==> src/rtl/dense_argmax_pkg.sv <==
// Shared definitions for the dense_argmax classifier stage: default sizes and FSM state encodings.
package dense_argmax_pkg;

  localparam int DEF_CLASS_COUNT = 10;
  localparam int DEF_DATA_SIZE   = 16;

  typedef enum logic [1:0] {
    ST_IDLE    = 2'd0,
    ST_COLLECT = 2'd1,
    ST_DONE    = 2'd2
  } state_t;

endpackage

==> src/rtl/dense_argmax_buf.sv <==
// Score buffer for dense_argmax: one write port, registered read with one-cycle latency.
// Compiled only when DENSE_ARGMAX_SCORE_BUF_EN is defined.
`ifdef DENSE_ARGMAX_SCORE_BUF_EN
module dense_argmax_buf
  import dense_argmax_pkg::*;
#(
  parameter int DEPTH  = DEF_CLASS_COUNT,
  parameter int DATA_W = DEF_DATA_SIZE,
  parameter int ADDR_W = 4
) (
  input  logic              clk,
  input  logic              rst,
  input  logic              i_wr,
  input  logic [ADDR_W-1:0] i_wadr,
  input  logic [DATA_W-1:0] i_wdata,
  input  logic [ADDR_W-1:0] i_radr,
  output logic [DATA_W-1:0] o_rdata
);

  logic [DATA_W-1:0] r_mem [DEPTH];
  logic [DATA_W-1:0] r_rdata;
  logic              w_rd_in_range;

  assign w_rd_in_range = {1'b0, i_radr} < (ADDR_W + 1)'(DEPTH);
  assign o_rdata       = r_rdata;

  // Storage is not reset: contents survive until the next frame overwrites them.
  always_ff @(posedge clk) begin
    if (i_wr) r_mem[i_wadr] <= i_wdata;
  end

  always_ff @(posedge clk) begin
    if (rst) r_rdata <= '0;
    else     r_rdata <= w_rd_in_range ? r_mem[i_radr] : '0;
  end

endmodule
`endif

==> src/rtl/dense_argmax.sv <==
// Argmax over one frame of CLASS_COUNT signed scores from the Dense layer; reports index, score and a done pulse.
// Optional score buffer readback enabled by defining DENSE_ARGMAX_SCORE_BUF_EN.
module dense_argmax
  import dense_argmax_pkg::*;
#(
  parameter  int CLASS_COUNT = DEF_CLASS_COUNT,
  parameter  int DATA_SIZE   = DEF_DATA_SIZE,
  localparam int IDX_W       = (CLASS_COUNT > 1) ? $clog2(CLASS_COUNT) : 1
) (
  input  logic                        clk,
  input  logic                        rst,
  input  logic                        start,
  input  logic                        dataValid,
  input  logic signed [DATA_SIZE-1:0] dataIn,
  output logic                        busy,
  output logic                        done,
  output logic        [IDX_W-1:0]     classIdx,
  output logic signed [DATA_SIZE-1:0] maxScore,
  input  logic        [IDX_W-1:0]     scoreAdr,
  output logic        [DATA_SIZE-1:0] scoreData
);

  state_t                      r_state;
  logic        [IDX_W-1:0]     r_count;
  logic        [IDX_W-1:0]     r_run_idx;
  logic signed [DATA_SIZE-1:0] r_run_max;
  logic                        r_busy;
  logic                        r_done;
  logic        [IDX_W-1:0]     r_class_idx;
  logic signed [DATA_SIZE-1:0] r_max_score;

  logic                        w_accept;
  logic                        w_take;
  logic                        w_last;
  logic        [IDX_W-1:0]     w_sel_idx;
  logic signed [DATA_SIZE-1:0] w_sel_max;

  // Strict comparison: on a tie the earlier (lower) index keeps the win.
  function automatic logic f_beats(input logic signed [DATA_SIZE-1:0] a,
                                   input logic signed [DATA_SIZE-1:0] b);
    return a > b;
  endfunction

  assign w_accept  = (r_state == ST_COLLECT) && dataValid;
  assign w_take    = (r_count == '0) || f_beats(dataIn, r_run_max);
  assign w_last    = (r_count == IDX_W'(CLASS_COUNT - 1));
  assign w_sel_idx = w_take ? r_count : r_run_idx;
  assign w_sel_max = w_take ? dataIn  : r_run_max;

  assign busy     = r_busy;
  assign done     = r_done;
  assign classIdx = r_class_idx;
  assign maxScore = r_max_score;

  always_ff @(posedge clk) begin
    if (rst) begin
      r_state     <= ST_IDLE;
      r_count     <= '0;
      r_run_idx   <= '0;
      r_run_max   <= '0;
      r_busy      <= 1'b0;
      r_done      <= 1'b0;
      r_class_idx <= '0;
      r_max_score <= '0;
    end else begin
      case (r_state)
        ST_IDLE: begin
          r_done <= 1'b0;
          if (start) begin
            r_count <= '0;
            r_busy  <= 1'b1;
            r_state <= ST_COLLECT;
          end
        end
        ST_COLLECT: begin
          if (w_accept) begin
            r_run_idx <= w_sel_idx;
            r_run_max <= w_sel_max;
            r_count   <= r_count + 1'b1;
            // The final sample publishes the result on the same edge that raises done.
            if (w_last) begin
              r_busy      <= 1'b0;
              r_done      <= 1'b1;
              r_class_idx <= w_sel_idx;
              r_max_score <= w_sel_max;
              r_state     <= ST_DONE;
            end
          end
        end
        ST_DONE: begin
          r_done  <= 1'b0;
          r_state <= ST_IDLE;
        end
        default: r_state <= ST_IDLE;
      endcase
    end
  end

`ifdef DENSE_ARGMAX_SCORE_BUF_EN
  dense_argmax_buf #(
    .DEPTH  (CLASS_COUNT),
    .DATA_W (DATA_SIZE),
    .ADDR_W (IDX_W)
  ) u_buf (
    .clk     (clk),
    .rst     (rst),
    .i_wr    (w_accept),
    .i_wadr  (r_count),
    .i_wdata (dataIn),
    .i_radr  (scoreAdr),
    .o_rdata (scoreData)
  );
`else
  logic w_unused_adr;
  assign w_unused_adr = ^scoreAdr;
  assign scoreData    = '0;
`endif

endmodule

==> config.mk <==
export PLATFORM = sky130hd
export DESIGN_NAME = dense_argmax
export DESIGN_NICKNAME = d
export VERILOG_FILES = /design/src/rtl/dense_argmax_pkg.sv /design/src/rtl/dense_argmax_buf.sv /design/src/rtl/dense_argmax.sv
export SDC_FILE = /design/constraint.sdc
export NUM_CORES = 1
export LEC_CHECK = 0
export ABC_AREA = 1
export BUFFER_PORTS_ARGS = -buffer_cell sky130_fd_sc_hd__buf_2
export CORE_UTILIZATION = 35
export DETAILED_ROUTE_END_ITERATION = 6
export PLACE_DENSITY = 0.54
export SLEW_MARGIN = 0
export SYNTH_ARGS = -nofsm -noshare
export SYNTH_HDL_FRONTEND = slang
export SYNTH_SLANG_ARGS = --single-unit
==> constraint.sdc <==
create_clock -name clk -period 1.89 [get_ports clk]
set_input_delay 0.2835 -clock clk [delete_from_list [all_inputs] [get_ports clk]]
set_output_delay 0.2835 -clock clk [all_outputs]
set_load 0.05 [all_outputs]
==> impl_metrics.env, run 1 <==
export IMPL_ioPinCount=62
export IMPL_synthCells=419
export IMPL_ys_types=27
export IMPL_post_place_ws_ns=-0.0994
export IMPL_hpwl_mm=4.78
export IMPL_fin_skew_ns=0.00771
export IMPL_power_share_clock=0.317
export IMPL_switching_share=0.321
export IMPL_crit_type="flop to flop"
export IMPL_p_switching_w=0.000803
export IMPL_outcome="complete, but fails checks"
export IMPL_r2r_cells=12
export IMPL_violations="negative setup slack"
export IMPL_io_buffers=41
export IMPL_dp_cells=584
export IMPL_worstSkewPairLatency_ns=0.31
export IMPL_cts_tree="done"
export IMPL_finalInstanceArea_sq_um=3930
export IMPL_n_antenna_cell=0
export IMPL_viasPerCell=4.53
export IMPL_cts_sinks=48
export IMPL_clkTransAtPathRegs_ns=0.10
export IMPL_globalplace_congestion=0.842
export IMPL_crit_arrival_ns=2.14
export IMPL_antenna_found_initial=0
export IMPL_fin_crit_sh=1.01
export IMPL_first_pass_iters=4
export IMPL_grt_pass1_wl_mm=10.9
export IMPL_synth_area_leaders="dfxtp_1 (33%), nand3_1 (9.7%), nand2_1 (9.3%)"
export IMPL_power_leakage_nw=1.90
export IMPL_holdPathStages=5
export IMPL_powerDensity_nw_per_um2=637
export IMPL_p_comb_frac=0.255
export IMPL_wl_per_cell_microns=11.5
export IMPL_syn_cell_area_sq_um=2940
export IMPL_yosysTopAreaCellShare=0.327
export IMPL_holdBufCountCts=0
export IMPL_coreArea_sq_um=8180
export IMPL_ys_seq_area_frac=0.327
export IMPL_path_max_fanout=9
export IMPL_post_route_min_period_ns=1.92
export IMPL_grt_use_total=0.161
export IMPL_hold_violations=0
export IMPL_drive_above_1_share=0.398
export IMPL_num_rows=33
export IMPL_drtIter0Drc=87
export IMPL_ys_warn_count=0
export IMPL_die_x_microns=93.7
export IMPL_end_kind="flop"
export IMPL_initial_core_util=0.360
export IMPL_dieArea_sq_um=8780
export IMPL_ant_nets=0
export IMPL_synth_largest_area_cell="dfxtp_1"
export IMPL_final_max_slew_viol_count=0
export IMPL_fin_nets=532
export IMPL_peakVddDrop_uv=301
export IMPL_grt_pass1_vias=2431
export IMPL_setup_viol=11
export IMPL_cts_root_buf="clkbuf_8"
export IMPL_synth_seq_cells=48
export IMPL_fmax_mhz=522
export IMPL_remaining_drc_errors=0
export IMPL_required_ns=2.11
export IMPL_maxCapViolCount=0
export IMPL_fin_ws_ns=-0.0272
export IMPL_grt_max_degree=27
export IMPL_worst_setup_path_start_kind="flop"
export IMPL_place_area_sq_um=3380
export IMPL_htreeDepth=2
export IMPL_drt_wl_total_mm=6.85
export IMPL_rsz0062_at_grt="true"
export IMPL_vias=2698
export IMPL_syn_avg_cell_area_sq_um=7.02
export IMPL_area_growth_pct=33.5
export IMPL_die_h_microns=93.7
export IMPL_finalNonFillerCells=595
export IMPL_pwr_share_seq=0.428
export IMPL_cts_buffer_depth=2
export IMPL_p_int_w=0.00170
export IMPL_grt_overflow_total=0
export IMPL_worst_hold_slack_ns=0.294
export IMPL_fillers=821
export IMPL_cts_buffers=5
export IMPL_holdCritPathClass="input pin to flop"
==> area by class of cell <==
cell class | instances | area (sq um) | area share
Sequential cell | 48 | 978 | 0.249
Clock buffer | 5 | 68.8 | 0.0175
Tap cell | 105 | 131 | 0.0335
Inverter | 70 | 263 | 0.0669
Clock inverter | 3 | 46.3 | 0.0118
Timing Repair Buffer | 81 | 546 | 0.139
Multi-Input combinational cell | 283 | 1890 | 0.482
==> cells in the mapped netlist, drive strengths merged <==
| cell | n |
|---|---|
| clkbuf | 5 |
| a21o | 1 |
| a21oi | 28 |
| nor2 | 51 |
| inv | 70 |
| nand4 | 3 |
| nand3 | 67 |
| dfxtp | 48 |
| ha | 19 |
| dlygate4sd3 | 1 |
| o21ai | 3 |
| conb | 1 |
| buf | 27 |
| nand2 | 86 |
| nor3 | 4 |
| o21a | 5 |
==> flip-flops by register name (all words and copies together), names as in the netlist <==
name	count
r_run_max	16
maxScore	16
r_run_idx	4
busy	1
r_state	2
done	1
r_count	4
classIdx	4
==> power by group through the flow <==
| stage | clock network, W | registers (W) | logic (W) |
|---|---|---|---|
| 2_1_floorplan | 0 | 0.00109 | 0.000385 |
| 3_3_place_gp | 0 | 0.00109 | 0.000516 |
| 3_5_place_dp | 0 | 0.00109 | 0.000523 |
| 4_1_cts | 0.000820 | 0.00107 | 0.000575 |
| 5_1_grt | 0.000864 | 0.00108 | 0.000699 |
| 6_report | 0.000793 | 0.00107 | 0.000638 |
==> kinds of logic (layout without fill, tap and decap cells) <==
kind of cell / Yosys count / in the layout / share of synthesized area
compound gates: 37 / 37 / 0.0693
fa+ha+maj: 19 / 19 / 0.0808
buf+inv: 103 / 159 / 0.169
flops: 48 / 48 / 0.327
other cells: 1 / 16 / 0.00127
simple gates: 211 / 211 / 0.353
==> per-layer routing <==
layer | vias to the layer above | GRT usage | routed length (microns)
met3 | 8 | 0.0316 | 208
met1 | 1225 | 0.189 | 3200
met4 | 0 | 0.0628 | 104
li1 | 1418 | - | -
met5 | - | 0 | 0
met2 | 47 | 0.285 | 3340
==> critical path, cell delays in order, from the launching register on <==
cell	delay (ns)
dfxtp_2	0.35
inv_2	0.05
ha_4	0.25
nand4_1	0.14
nor3_4	0.20
nand2_2	0.10
nand3_2	0.11
nand3_4	0.14
buf_6	0.18
nand3_1	0.11
nand3_1	0.10
nand2_1	0.07
inv_1	0.03
==> metrics by stage <==
stage	TNS [ns]	util	power [W]
after floorplan	0	-	0.00148
after global placement	-2.49	0.414	0.00160
after detailed placement	-2.77	0.414	0.00161
after CTS	-0.312	0.449	0.00246
after global routing	-4.16	0.480	0.00264
final	-0.126	0.480	0.00250
==> final timing paths <==
check / to / slack, ns / start
setup / recovery: maxScore[11] / -0.03 / r_run_max[10]
hold / removal: r_run_max[0] / 0.29 / dataIn[0]
setup reg to reg: maxScore[11] / -0.03 / r_run_max[10]
hold reg to reg: done / 0.46 / done
==> layout by cell type, fill, tap and decap left out, drive strengths merged <==
cell type,count
clkbuf,5
buf,81
nor3,4
inv,71
nand3,67
a21o,1
dfxtp,48
bufinv,1
nand2,86
o21ai,3
ha,19
nor2,51
o21a,5
conb,16
clkinvlp,1
a21oi,28
nand4,3
==> what timing repair did <==
item,CTS,global route
gates resized for setup,36,59
setup endpoints to repair,39,40
pin swaps,16,18
setup buffers,2,1
Power figures use the tool's default switching activity.
==> run 2: changes to the inputs <==
--- a/config.mk
+++ b/config.mk
@@ -10,6 +10,7 @@
 export CORE_UTILIZATION = 35
 export DETAILED_ROUTE_END_ITERATION = 6
 export PLACE_DENSITY = 0.54
+export SKIP_CTS_REPAIR_TIMING = 1
 export SLEW_MARGIN = 0
 export SYNTH_ARGS = -nofsm -noshare
 export SYNTH_HDL_FRONTEND = slang
==> run 2 against run 1 <==
  * The run still ends with negative setup slack left
  * Worst setup slack got worse by 0.0080 ns
  * Die area unchanged
  * Register-to-register slack about the same
  * Cell count decreased by 0.17%
  * Via count decreased by 1.1%
  * Total power decreased by 1.8%
  * Clock power about the same
  * Non-clock buffer count decreased by 1
  * Final area decreased by 3.7%
  * Worst hold slack about the same
  * Largest cell class unchanged
  * Highest routed layer unchanged
==> impl_metrics.env, run 2 (synthesis results as in run 1) <==
export IMPL_worstSkewPairLatency_ns=0.31
export IMPL_rsz0062_at_grt="true"
export IMPL_outcome="complete, but fails checks"
export IMPL_globalplace_congestion=0.842
export IMPL_hold_violations=0
export IMPL_cts_root_buf="clkbuf_8"
export IMPL_hold_path_startpoint="dataIn[0]"
export IMPL_maxCapViolCount=0
export IMPL_grt_pass1_vias=2382
export IMPL_fin_crit_sh=1.02
export IMPL_area_growth_pct=28.6
export IMPL_clkTransAtPathRegs_ns=0.10
export IMPL_antenna_found_initial=0
export IMPL_grt_pass1_wl_mm=10.6
export IMPL_fmax_mhz=519
export IMPL_finalInstanceArea_sq_um=3780
export IMPL_r2r_slack_ns=-0.04
export IMPL_crit_path_top_delay_cell="dfxtp_2"
export IMPL_grt_overflow_total=0
export IMPL_required_ns=2.11
export IMPL_die_h_microns=93.7
export IMPL_powerDensity_nw_per_um2=649
export IMPL_critical_path_max_stage_delay_ns=0.35
export IMPL_holdCritPathClass="input pin to flop"
export IMPL_first_pass_iters=4
export IMPL_r2r_cells=12
export IMPL_finalPower_w=0.00246
export IMPL_holdPathStages=5
export IMPL_dieArea_sq_um=8780
export IMPL_drtIter0Drc=81
export IMPL_grt_use_total=0.155
export IMPL_coreArea_sq_um=8180
export IMPL_worst_hold_slack_ns=0.294
export IMPL_cts_buffer_depth=2
export IMPL_fin_ws_ns=-0.0352
export IMPL_remaining_drc_errors=0
export IMPL_crit_path_cell_trace="inv_2 > ha_4 > nand4_1 > nor3_4 > nand2_2 > nand3_2 > nand3_4 > buf_4 > nand3_1 > nand3_1 > nand2_1 > inv_1"
export IMPL_r2r_start="r_run_max[11]"
export IMPL_ant_nets=0
export IMPL_die_x_microns=93.7
export IMPL_vias=2668
export IMPL_cts_buffers=5
export IMPL_fin_nets=531
export IMPL_grt_max_degree=27
export IMPL_place_area_sq_um=3380
export IMPL_power_leakage_nw=1.88
export IMPL_drt_wl_total_mm=6.57
export IMPL_path_max_fanout=7
export IMPL_n_antenna_cell=0
export IMPL_ioPinCount=62
export IMPL_cts_tree="done"
export IMPL_post_route_min_period_ns=1.93
export IMPL_end_kind="flop"
export IMPL_wl_per_cell_microns=11.1
export IMPL_final_max_slew_viol_count=0
export IMPL_cts_sinks=48
export IMPL_io_buffers=41
export IMPL_crit_arrival_ns=2.15
export IMPL_setup_viol=26
export IMPL_initial_core_util=0.360
export IMPL_viasPerCell=4.49
export IMPL_hpwl_mm=4.78
export IMPL_crit_type="flop to flop"
export IMPL_final_common_cell="inv_1"
export IMPL_path_common_cell="nand3_1"
export IMPL_final_cell_mix="inv_1 (63), nand2_1 (59), nor2_1 (49)"
export IMPL_worst_setup_path_start_kind="flop"
export IMPL_hold_end="maxScore[0]"
export IMPL_rr_endpoint="maxScore[14]"
export IMPL_dp_cells=584
export IMPL_peakVddDrop_uv=297
export IMPL_finalNonFillerCells=594
export IMPL_num_rows=33
export IMPL_fin_skew_ns=0.00718
export IMPL_htreeDepth=2
export IMPL_violations="negative setup slack"
export IMPL_drive_above_1_share=0.348
export IMPL_finalCoreUtilization=0.463
-- run 2: changes by cell type in the layout (fill, tap and decap cells not counted), sizes merged --
cell	change
buf	-1
-- run 2: cell type report --
cell class	instances	area, sq um
fill	842	4390
sequential	48	975
tap	105	131
inverter	70	263
clock inverter	3	46.3
multi-input combinational	283	1770
clock buffer	5	68.8
timing repair buffer	80	526
-- run 2: how the worst max path moves through the flow --
stage               cells past startpoint  slack, ns           end          start
finish                                 12      -0.04  maxScore[14]  r_run_max[11]
global route                           14      -0.20  r_run_max[8]  r_run_max[11]
CTS                                    14      -0.08   maxScore[8]  r_run_max[15]
floorplan                              13       0.08   classIdx[0]  r_run_max[15]
detailed placement                     13       -0.1  maxScore[12]     dataIn[15]
global placement                       17       -0.1   maxScore[8]      dataIn[3]
-- run 2: layer usage --
layer	global-route usage	share of wire	up-vias
li1	-	-	1415
met1	0.185	0.46	1200
met2	0.273	0.48	46
met4	0.0603	0.018	0
met5	0	0	-
met3	0.0299	0.033	7
-- run 2: metrics by stage --
| step | worst slack, ns | setup TNS [ns] |
|---|---|---|
| 4_1_cts | -0.0834 | -2.07 |
| 3_5_place_dp | -0.0994 | -2.77 |
| 5_1_grt | -0.196 | -6.49 |
| 6_report | -0.0352 | -0.366 |
| 3_3_place_gp | -0.0982 | -2.49 |
| 2_1_floorplan | 0.0768 | 0 |
-- run 2: critical path: cells and delay by family (launching register included) --
family                   cells  cell delay (ns)
adder cells (fa/ha/maj)      1             0.26
buffers and inverters        3             0.26
flip-flops                   1             0.35
AND/OR/NAND/NOR              8             0.95
-- run 2: report_power, final --
| group | internal, W | switching [W] |
|---|---|---|
| combinational | 0.000231 | 0.000366 |
| sequential | 0.00105 | 0.0000206 |
| clock | 0.000399 | 0.000392 |
==> run 3: changes to the inputs <==
--- a/config.mk
+++ b/config.mk
@@ -10,6 +10,7 @@
 export CORE_UTILIZATION = 35
 export DETAILED_ROUTE_END_ITERATION = 6
 export PLACE_DENSITY = 0.54
+export SETUP_SLACK_MARGIN = 0.15
 export SKIP_CTS_REPAIR_TIMING = 1
 export SLEW_MARGIN = 0
 export SYNTH_ARGS = -nofsm -noshare
==> constraint.sdc (replaced) <==
create_clock -name clk -period 1.7 [get_ports clk]
set_input_delay 0.255 -clock clk [delete_from_list [all_inputs] [get_ports clk]]
set_output_delay 0.255 -clock clk [all_outputs]
set_load 0.05 [all_outputs]
==> run 3 against run 2 <==
  * The flow finishes with violations (design-rule violations, negative setup slack)
  * Sequential share of layout area shrank 2.0 points
  * Count of clock-buffer cells in the layout did not move
  * Flip-flop and latch count unchanged
  * First-iteration DRC count down 43%
  * Cell count increased by 1.2%
  * Clock power up 11%
  * Global-route usage grew 0.89 points
  * Largest power group unchanged
  * Highest routed layer unchanged
==> impl_metrics.env, run 3 (synthesis results as in run 1) <==
export IMPL_outcome="complete, but fails checks"
export IMPL_violations="design-rule violations, negative setup slack"
export IMPL_critical_path_max_stage_delay_ns=0.35
export IMPL_grt_pass1_vias=2511
export IMPL_peakVddDrop_uv=342
export IMPL_hold_end="maxScore[4]"
export IMPL_worstSkewPairLatency_ns=0.31
export IMPL_cts_buffers=5
export IMPL_fmax_mhz=517
export IMPL_num_rows=33
export IMPL_powerDensity_nw_per_um2=690
export IMPL_final_cell_mix="nand2_1 (56), inv_1 (54), nor2_1 (49)"
export IMPL_rsz0062_at_grt="true"
export IMPL_drt_wl_total_mm=7.05
export IMPL_cts_tree="done"
export IMPL_dieArea_sq_um=8780
export IMPL_grt_max_degree=26
export IMPL_drtIter0Drc=46
export IMPL_holdCritPathClass="input pin to flop"
export IMPL_cts_buffer_depth=2
export IMPL_hold_violations=0
export IMPL_crit_type="flop to flop"
export IMPL_end_kind="flop"
export IMPL_n_antenna_cell=0
export IMPL_crit_path_cell_trace="inv_2 > ha_4 > a21oi_1 > o21ai_1 > a21oi_2 > nand2_2 > nand2_2 > nand3_4 > buf_6 > buf_8 > nand3_4 > nand3_1 > nand2_1 > inv_1"
export IMPL_die_x_microns=93.7
export IMPL_initial_core_util=0.360
export IMPL_r2r_cells=14
export IMPL_ioPinCount=62
export IMPL_io_buffers=41
export IMPL_power_leakage_nw=1.95
export IMPL_r2r_slack_ns=-0.23
export IMPL_hpwl_mm=5.07
export IMPL_worst_setup_path_start_kind="flop"
export IMPL_cts_sinks=48
export IMPL_die_h_microns=93.7
export IMPL_final_common_cell="nand2_1"
export IMPL_coreArea_sq_um=8180
export IMPL_vias=2753
export IMPL_antenna_found_initial=0
export IMPL_rr_endpoint="r_run_max[4]"
export IMPL_grt_overflow_total=0
export IMPL_maxCapViolCount=0
export IMPL_first_pass_iters=6
export IMPL_finalCoreUtilization=0.504
export IMPL_cts_root_buf="clkbuf_8"
export IMPL_remaining_drc_errors=2
export IMPL_final_max_slew_viol_count=0
export IMPL_wl_per_cell_microns=11.7
export IMPL_r2r_start="r_run_max[15]"
export IMPL_crit_arrival_ns=2.15
export IMPL_place_area_sq_um=3660
export IMPL_grt_pass1_wl_mm=11.3
export IMPL_path_max_fanout=5
export IMPL_required_ns=1.92
export IMPL_crit_path_top_delay_cell="dfxtp_2"
export IMPL_ant_nets=0
export IMPL_fin_skew_ns=0.0105
export IMPL_holdPathStages=5
export IMPL_fin_ws_ns=-0.233
export IMPL_post_route_min_period_ns=1.93
export IMPL_finalInstanceArea_sq_um=4120
export IMPL_fin_crit_sh=1.14
export IMPL_area_growth_pct=39.9
export IMPL_drive_above_1_share=0.438
export IMPL_clkTransAtPathRegs_ns=0.10
export IMPL_grt_use_total=0.164
export IMPL_globalplace_congestion=0.815
export IMPL_fin_nets=538
export IMPL_hold_path_startpoint="dataIn[4]"
export IMPL_setup_viol=40
export IMPL_viasPerCell=4.58
export IMPL_htreeDepth=2
-- run 3: cell type report --
cell class	instances	area, sq um
clock buffers	5	68.8
flip-flops and latches	48	977
fillers	818	4060
inverters	70	263
multi-input cells	283	2010
repair buffers	87	619
well taps	105	131
clock inverters	3	46.3
-- run 3: through the flow --
| stage | total power, W | cells | setup slack [ns] | hold WS [ns] | setup TNS [ns] |
|---|---|---|---|---|---|
| floorplan | 0.00169 | 434 | -0.0303 | 0.429 | -0.471 |
| global placement | 0.00188 | 592 | -0.200 | 0.445 | -7.08 |
| detailed placement | 0.00189 | 592 | -0.234 | 0.451 | -7.95 |
| CTS | 0.00279 | 600 | -0.251 | 0.256 | -8.53 |
| global route | 0.00300 | 601 | -0.370 | 0.283 | -13.00 |
| finish | 0.00284 | 601 | -0.233 | 0.268 | -7.59 |
-- run 3: report_power, final --
part,internal (W),leakage (nW),switching (W)
clock network,0.000444,0.0548,0.000436
registers,0.00116,0.395,0.0000242
logic,0.000312,1.50,0.000459
-- run 3: worst max path at each step --
| stage | to | from | cells past startpoint | slack [ns] |
|---|---|---|---|---|
| after detailed placement | maxScore[2] | dataIn[7] | 14 | -0.23 |
| after global routing | r_run_max[12] | r_run_max[9] | 16 | -0.37 |
| after CTS | maxScore[8] | r_run_max[10] | 14 | -0.25 |
| final | r_run_max[4] | r_run_max[15] | 14 | -0.23 |
| after floorplan | classIdx[0] | r_run_max[3] | 17 | -0.03 |
| after global placement | maxScore[1] | dataIn[7] | 14 | -0.20 |
-- run 3: metal layers --
layer	vias to the layer above	GRT usage	wire, microns
met5	-	0	0
met4	0	0.0603	112
met3	9	0.0267	184
met2	39	0.299	3600
met1	1271	0.191	3150
li1	1434	-	-
-- run 3: critical path, delay by kind of cell, from the launching register on --
family	cells	cell delay [ns]
AOI/OAI and AO/OA	3	0.39
adders and majority gates	1	0.25
buffers and inverters	4	0.36
DFF	1	0.35
and+or+nand+nor	6	0.49
